File: config.mk
export PLATFORM = sky130hd
export DESIGN_NAME = lzma2_crc_scheduler
export DESIGN_NICKNAME = d
export VERILOG_FILES = /design/src/rtl/lzma2_crc_scheduler.sv
export SDC_FILE = /design/constraint.sdc
export NUM_CORES = 1
export LEC_CHECK = 0
export CAP_MARGIN = 40
export CORE_AREA = 4 4 545 547
export DETAILED_ROUTE_END_ITERATION = 8
export DIE_AREA = 0 0 549 551
export PLACE_DENSITY = 0.31
export SYNTH_ARGS = -nofsm -noshare
export SYNTH_HDL_FRONTEND = slang
export SYNTH_SLANG_ARGS = --single-unit
File: constraint.sdc
create_clock -name clk -period 2.5 [get_ports clk]
set_clock_uncertainty 0.1 [all_clocks]
set_input_delay 0.5 -clock clk [delete_from_list [all_inputs] [get_ports clk]]
set_output_delay 0.5 -clock clk [all_outputs]
set_load 0.02 [all_outputs]
File: src/rtl/lzma2_crc_scheduler.sv
`default_nettype none
`timescale 1ns/1ps
// ============================================================================
// Module : lzma2_crc_scheduler
// Shares one lzma2_crc engine among NUM_REQ frame requesters, round-robin per
// frame, and returns a tagged CRC or error result over a valid/ready handshake.
// Rev    : 1.0 - initial release
// ============================================================================
module lzma2_crc_scheduler #(
  parameter int NUM_REQ = 4,
  parameter int TIMEOUT = 64
) (
  input  logic                       clk,
  input  logic                       rst,
  input  logic [NUM_REQ-1:0]         req_valid,
  input  logic [NUM_REQ*256-1:0]     req_data,
  input  logic [NUM_REQ-1:0]         req_last,
  input  logic [NUM_REQ*5-1:0]       req_last_bytes,
  output logic [NUM_REQ-1:0]         req_ready,
  output logic                       eng_clear,
  output logic [255:0]               eng_data,
  output logic                       eng_valid,
  output logic                       eng_last,
  output logic [4:0]                 eng_last_bytes,
  input  logic                       eng_ready,
  input  logic [31:0]                eng_crc,
  input  logic                       eng_crc_valid,
  input  logic                       eng_error,
  input  logic [3:0]                 eng_error_code,
  output logic                       res_valid,
  input  logic                       res_ready,
  output logic [$clog2(NUM_REQ)-1:0] res_id,
  output logic [31:0]                res_crc,
  output logic                       res_error,
  output logic [3:0]                 res_error_code,
  output logic                       busy
);

  localparam int                c_id_w       = $clog2(NUM_REQ);
  localparam int                c_to_w       = $clog2(TIMEOUT + 1);
  localparam logic [c_id_w:0]   c_num_req    = (c_id_w + 1)'(NUM_REQ);
  localparam logic [c_id_w-1:0] c_last_id    = c_id_w'(NUM_REQ - 1);
  localparam logic [c_id_w-1:0] c_id_one     = c_id_w'(1);
  localparam logic [c_to_w-1:0] c_to_last    = c_to_w'(TIMEOUT - 1);
  localparam logic [c_to_w-1:0] c_to_one     = c_to_w'(1);
  localparam logic [10:0]       c_beat_limit = 11'd1025;
  localparam logic [10:0]       c_beat_max   = 11'h7FF;
  localparam logic [10:0]       c_beat_one   = 11'd1;
  localparam logic [3:0]        c_err_ovf    = 4'h1;
  localparam logic [3:0]        c_err_tmo    = 4'h8;

  typedef enum logic [2:0] {
    S_IDLE     = 3'd0,
    S_CLEAR    = 3'd1,
    S_STREAM   = 3'd2,
    S_WAIT_RES = 3'd3,
    S_RESULT   = 3'd4
  } state_t;

  state_t              r_state;
  logic [c_id_w-1:0]   r_rr_ptr;
  logic [c_id_w-1:0]   r_gnt_id;
  logic [10:0]         r_beat_cnt;
  logic                r_err_lat;
  logic [3:0]          r_err_code;
  logic [c_to_w-1:0]   r_to_cnt;
  logic                r_eng_clear;
  logic                r_busy;
  logic                r_res_valid;
  logic [c_id_w-1:0]   r_res_id;
  logic [31:0]         r_res_crc;
  logic                r_res_error;
  logic [3:0]          r_res_error_code;

  logic [255:0]        w_data_arr [NUM_REQ];
  logic [4:0]          w_lb_arr   [NUM_REQ];
  logic                w_streaming;
  logic                w_gnt_valid;
  logic                w_accept;
  logic [10:0]         w_beat_next;
  logic [c_id_w-1:0]   w_rr_next;
  logic [c_id_w-1:0]   w_pick;
  logic                w_found;
  logic [c_id_w:0]     w_cand;

  assign w_streaming = (r_state == S_STREAM);
  assign w_gnt_valid = req_valid[r_gnt_id];
  // After an error the frame is drained: ready regardless of the engine.
  assign w_accept    = w_streaming && w_gnt_valid && (r_err_lat || eng_ready);
  assign w_beat_next = (r_beat_cnt == c_beat_max) ? r_beat_cnt : r_beat_cnt + c_beat_one;
  assign w_rr_next   = (r_gnt_id == c_last_id) ? '0 : r_gnt_id + c_id_one;

  generate
    for (genvar gi = 0; gi < NUM_REQ; gi++) begin : g_req
      assign w_data_arr[gi] = req_data[gi*256 +: 256];
      assign w_lb_arr[gi]   = req_last_bytes[gi*5 +: 5];
      assign req_ready[gi]  = w_streaming && (r_gnt_id == c_id_w'(gi)) &&
                              (r_err_lat || eng_ready);
    end
  endgenerate

  // First requesting index at or after r_rr_ptr, wrapping at NUM_REQ.
  always_comb begin
    w_pick  = r_rr_ptr;
    w_found = 1'b0;
    w_cand  = '0;
    for (int k = 0; k < NUM_REQ; k++) begin
      w_cand = {1'b0, r_rr_ptr} + (c_id_w + 1)'(k);
      if (w_cand >= c_num_req) begin
        w_cand = w_cand - c_num_req;
      end
      if (!w_found && req_valid[w_cand[c_id_w-1:0]]) begin
        w_found = 1'b1;
        w_pick  = w_cand[c_id_w-1:0];
      end
    end
  end

  assign eng_clear      = r_eng_clear;
  assign eng_data       = w_data_arr[r_gnt_id];
  assign eng_last       = req_last[r_gnt_id];
  assign eng_last_bytes = w_lb_arr[r_gnt_id];
  assign eng_valid      = w_streaming && w_gnt_valid && !r_err_lat;

  assign res_valid      = r_res_valid;
  assign res_id         = r_res_id;
  assign res_crc        = r_res_crc;
  assign res_error      = r_res_error;
  assign res_error_code = r_res_error_code;
  assign busy           = r_busy;

  always_ff @(posedge clk or posedge rst) begin
    if (rst) begin
      r_state          <= S_IDLE;
      r_rr_ptr         <= '0;
      r_gnt_id         <= '0;
      r_beat_cnt       <= '0;
      r_err_lat        <= 1'b0;
      r_err_code       <= '0;
      r_to_cnt         <= '0;
      r_eng_clear      <= 1'b0;
      r_busy           <= 1'b0;
      r_res_valid      <= 1'b0;
      r_res_id         <= '0;
      r_res_crc        <= '0;
      r_res_error      <= 1'b0;
      r_res_error_code <= '0;
    end else begin
      r_eng_clear <= 1'b0;
      case (r_state)
        S_IDLE: begin
          if (w_found) begin
            r_gnt_id    <= w_pick;
            r_beat_cnt  <= '0;
            r_err_lat   <= 1'b0;
            r_err_code  <= '0;
            r_eng_clear <= 1'b1;
            r_busy      <= 1'b1;
            r_state     <= S_CLEAR;
          end
        end

        S_CLEAR: begin
          r_state <= S_STREAM;
        end

        S_STREAM: begin
          if (!r_err_lat && eng_error) begin
            r_err_lat  <= 1'b1;
            r_err_code <= eng_error_code;
          end else if (!r_err_lat && w_accept && (w_beat_next == c_beat_limit)) begin
            r_err_lat  <= 1'b1;
            r_err_code <= c_err_ovf;
          end
          if (w_accept) begin
            r_beat_cnt <= w_beat_next;
            if (eng_last) begin
              r_to_cnt <= '0;
              r_state  <= S_WAIT_RES;
            end
          end
        end

        S_WAIT_RES: begin
          r_to_cnt <= r_to_cnt + c_to_one;
          // Error outranks a simultaneous CRC; an earlier latched error keeps its code.
          if (r_err_lat || eng_error) begin
            r_res_valid      <= 1'b1;
            r_res_id         <= r_gnt_id;
            r_res_crc        <= '0;
            r_res_error      <= 1'b1;
            r_res_error_code <= r_err_lat ? r_err_code : eng_error_code;
            r_state          <= S_RESULT;
          end else if (eng_crc_valid) begin
            r_res_valid      <= 1'b1;
            r_res_id         <= r_gnt_id;
            r_res_crc        <= eng_crc;
            r_res_error      <= 1'b0;
            r_res_error_code <= '0;
            r_state          <= S_RESULT;
          end else if (r_to_cnt == c_to_last) begin
            r_res_valid      <= 1'b1;
            r_res_id         <= r_gnt_id;
            r_res_crc        <= '0;
            r_res_error      <= 1'b1;
            r_res_error_code <= c_err_tmo;
            r_state          <= S_RESULT;
          end
        end

        S_RESULT: begin
          if (res_ready) begin
            r_res_valid <= 1'b0;
            r_rr_ptr    <= w_rr_next;
            r_busy      <= 1'b0;
            r_state     <= S_IDLE;
          end
        end

        default: begin
          r_state <= S_IDLE;
          r_busy  <= 1'b0;
        end
      endcase
    end
  end

endmodule
`default_nettype wire

==> impl_metrics.py <==
metrics = {
    "status": {
        "status": "finished with violations",
        "failed_checks": "setup timing",
    },
    "final_layout": {
        "area_growth_pct": 229,
        "seq_area_mm2": 0.00181,
        "drive_gt1_share_pct": 35.5,
        "final_cell_mix": "clkdlybuf4s50_1 (1133), mux4_2 (263), buf_6 (218)",
        "postLayoutCellArea_mm2": 0.0318,
        "fin_cells": 6156,
        "nFillCells": 33489,
        "multiInputGateArea_mm2": 0.00755,
        "nets": 3271,
        "final_common_cell": "clkdlybuf4s50_1",
    },
    "synthesis": {
        "ys_ff_latch": 72,
        "synth_compound_area_share_pct": 8.07,
        "syn_inst": 650,
        "synth_flop_cell": "dfrtp_1",
        "synth_area_leaders": "mux4_2 (61%), dfrtp_1 (19%), a22o_1 (3.4%)",
        "synth.distinct_cells": 55,
        "syn_area_per_cell_um2": 14.9,
        "ys_seq_area_share_pct": 18.6,
        "synth-xor-area-share_pct": 0.363,
        "synth_mux_area_share_pct": 62.3,
        "syn-num-nets": 1750,
        "synth_enable_flop_cells": 0,
        "syn_area_mm2": 0.00966,
        "yosys.area_share.simple_pct": 5.65,
        "async_flop_share_pct": 100,
        "ys.warnings.count": 0,
        "synth_fa_ha_area_share_pct": 0.777,
        "synth_top_family_by_area": "multiplexers",
        "synth_top_area_share_pct": 61.1,
        "yosysTopAreaCell": "mux4_2",
    },
    "timing": {
        "fin_ws_ns": -0.467,
        "hold_viol_final": 0,
        "finalMaxSlewViolations": 0,
        "slew_headroom_pct": 63.1,
        "setup_viol": 267,
        "worst_pin_slew_ns": 0.551,
        "rsz0062_at_grt": "true",
        "post-route-period-util_pct": 119,
        "holdWs_ns": 0.383,
        "max_freq_mhz": 337,
        "final.min_clock_period_ns": 2.97,
    },
    "clocking": {
        "cts-root-buf": "clkbuf_16",
        "h-tree-depth": 3,
        "clockBufferDepth": 2,
        "cts_tree": "yes",
        "cts.clk_slew.worst_paths_ns": 0.06,
        "clk_latency_ns": 0.34,
        "clock_sinks": 72,
        "numCtsBuffers": 9,
    },
    "pwr": {
        "ir_drop_uv": 483,
        "swShare_pct": 49.7,
        "pwr-share-seq_pct": 6.2,
        "p_sw_mw": 15.1,
        "powerDensity_mw_per_mm2": 957,
        "pwr-share-clk_pct": 4.3,
        "p_leak_nw": 10.7,
        "power_frac_comb_pct": 89.5,
        "internal-power_mw": 15.3,
    },
    "critical_path": {
        "reg2reg_depth": 9,
        "worstReg2RegStart": "r_gnt_id[0]$_DFFE_PP0P_",
        "critPathMaxFanout": 6,
        "arrival_ns": 2.37,
        "rr_endpoint": "r_beat_cnt[5]$_DFFE_PP0P_",
        "timing_worst_setup_path_type": "register to primary output",
        "path_buf_inv": 7,
        "start_kind": "register",
        "slowest_stage": "dfrtp_4",
        "required_ns": 1.90,
        "path_delay_family": "buffers and inverters",
        "cpPeakStageDelay_ns": 0.48,
        "worstPathCellList": "buf_12 -> buf_16 -> buf_4 -> buf_12 -> buf_8 -> buf_6 -> mux4_2 -> buf_8",
        "worstSetupEndpointType": "primary output",
        "r2r_slack_ns": 0.07,
    },
    "route": {
        "first_pass_iters": 5,
        "drt-vias-per-instance": 2.70,
        "drt-total-wl_mm": 255,
        "wire_per_inst_um": 41.5,
        "vias": 16631,
        "drc_errors": 0,
        "drt_iter0_drc": 1413,
        "ant_nets": 0,
    },
    "die": {
        "io_pins": 1403,
        "core_mm2": 0.293,
        "die-area_mm2": 0.302,
        "dieHeight_um": 551,
        "rows": 199,
        "chipWidth_um": 549,
        "start_util_pct": 3.30,
    },
    "place": {
        "place_congestion": 0.932,
        "placed_cells": 5995,
        "hpwl_mm": 239,
        "placed_area_mm2": 0.0293,
        "numPortBuffers": 1402,
    },
    "worst_hold_path": {
        "min_from": "res_valid$_DFFE_PP0P_",
        "hold_class": "register to register",
        "min_path_cells": 2,
        "whs_endpoint": "res_valid$_DFFE_PP0P_",
    },
    "grt": {
        "grt_pass1_wl_mm": 287,
        "antenna_found_initial": 423,
        "grt_max_degree": 42,
        "grt_pass1_vias": 15888,
        "gr-total-overflow": 0,
        "track_usage_pct": 15.9,
    },
    "job": {
        "maxCapViolations": 0,
    },
}
-- worst max path at each step --
stage	from	to	slack (ns)	cells after the start
2_1_floorplan	rst	busy$_DFFE_PP0P_	0.08	1
3_3_place_gp	req_valid[0]	r_err_code[1]$_DFFE_PP0P_	-1.0	7
3_5_place_dp	req_valid[0]	eng_valid	-0.55	6
4_1_cts	r_gnt_id[0]$_DFFE_PP0P_	eng_data[40]	-0.53	7
5_1_grt	r_gnt_id[0]$_DFFE_PP0P_	eng_data[167]	-0.51	7
6_report	r_gnt_id[0]$_DFFE_PP0P_	eng_data[99]	-0.47	8
-- tightest hold or removal path: cells and delay by family (launching register included) --
| family | cells | cell delay, ns |
|---|---|---|
| flops | 1 | 0.34 |
| simple gates | 2 | 0.11 |
-- layout make-up --
type	count	area share, %
Tap cell	3919	15.4
Antenna cell	61	0.480
Clock buffer	10	0.720
Inverter	12	0.181
Multi-Input combinational cell	487	23.8
Sequential cell	72	5.69
Clock inverter	6	0.220
Timing Repair Buffer	1589	53.5
-- metrics by stage --
| stage | setup TNS (ns) | total power, mW | setup WS [ns] | utilization, % |
|---|---|---|---|---|
| after floorplan | 0 | 11.5 | 0.0751 | - |
| after global placement | -47.06 | 26.3 | -0.999 | 10.0 |
| after detailed placement | -41.82 | 26.2 | -0.545 | 10.0 |
| after CTS | -93.50 | 30.1 | -0.533 | 10.6 |
| after global routing | -84.83 | 31.6 | -0.508 | 10.8 |
| final | -71.50 | 30.4 | -0.467 | 10.9 |
-- logic make-up (layout without fill, tap and decap cells) --
kind of cell               after synthesis  in the layout
other                                    0             61
and+or+nand+nor                        100            100
buffers and inverters                   91           1617
AOI/OAI and AO/OA                      106            106
adders and majority gates                6              6
muxes                                  271            271
DFF                                     72             72
xor gates and xnor gates                 4              4
-- registers in the layout, indices dropped and copies added (netlist names) --
signal	cells
busy	1
eng_clear	1
r_beat_cnt	11
r_err_code	4
r_err_lat	1
r_gnt_id	2
r_rr_ptr	2
r_state	3
r_to_cnt	7
res_crc	32
res_error	1
res_error_code	4
res_id	2
res_valid	1
-- power groups by stage --
stage | Sequential (mW) | Combinational (mW) | Clock, mW
final | 1.88 | 27.2 | 1.32
after global routing | 1.93 | 28.2 | 1.42
after CTS | 1.87 | 26.8 | 1.38
after detailed placement | 1.92 | 24.3 | 0
after global placement | 1.92 | 24.4 | 0
after floorplan | 2.12 | 9.43 | 0
-- layer usage --
layer / track usage [%] / up-vias / wire length (um)
met5: 0 / - / 1900
li1: - / 6059 / -
met2: 27.4 / 1546 / 122000
met4: 3.23 / 294 / 7800
met1: 16.5 / 7956 / 88500
met3: 9.68 / 776 / 34700
-- Yosys cell counts (3+ instances only) --
library cell	number
mux4_2	262
dfrtp_1	72
a22o_1	38
clkbuf_1	35
buf_2	33
nor2_1	31
o21ai_0	23
nand2_1	22
a21oi_1	15
inv_1	12
nand3_1	12
buf_1	7
mux2_2	7
and2_1	6
ha_1	6
and3_1	5
a31oi_1	4
a21o_1	3
a32o_1	3
buf_6	3
nand3b_1	3
nand4_1	3
nor2b_1	3
o31ai_1	3
-- repair_timing --
| action | 4_1_cts | 5_1_grt |
|---|---|---|
| gates cloned | 11 | 5 |
| resized for setup | 646 | 248 |
| pin swaps | 0 | 3 |
| buffers inserted | 58 | 33 |
| hold buffers | 0 | 0 |
| setup endpoints to repair | 290 | 283 |
| endpoints found under the hold margin | 0 | 0 |
No activity file was read; power rests on OpenSTA's default activity.
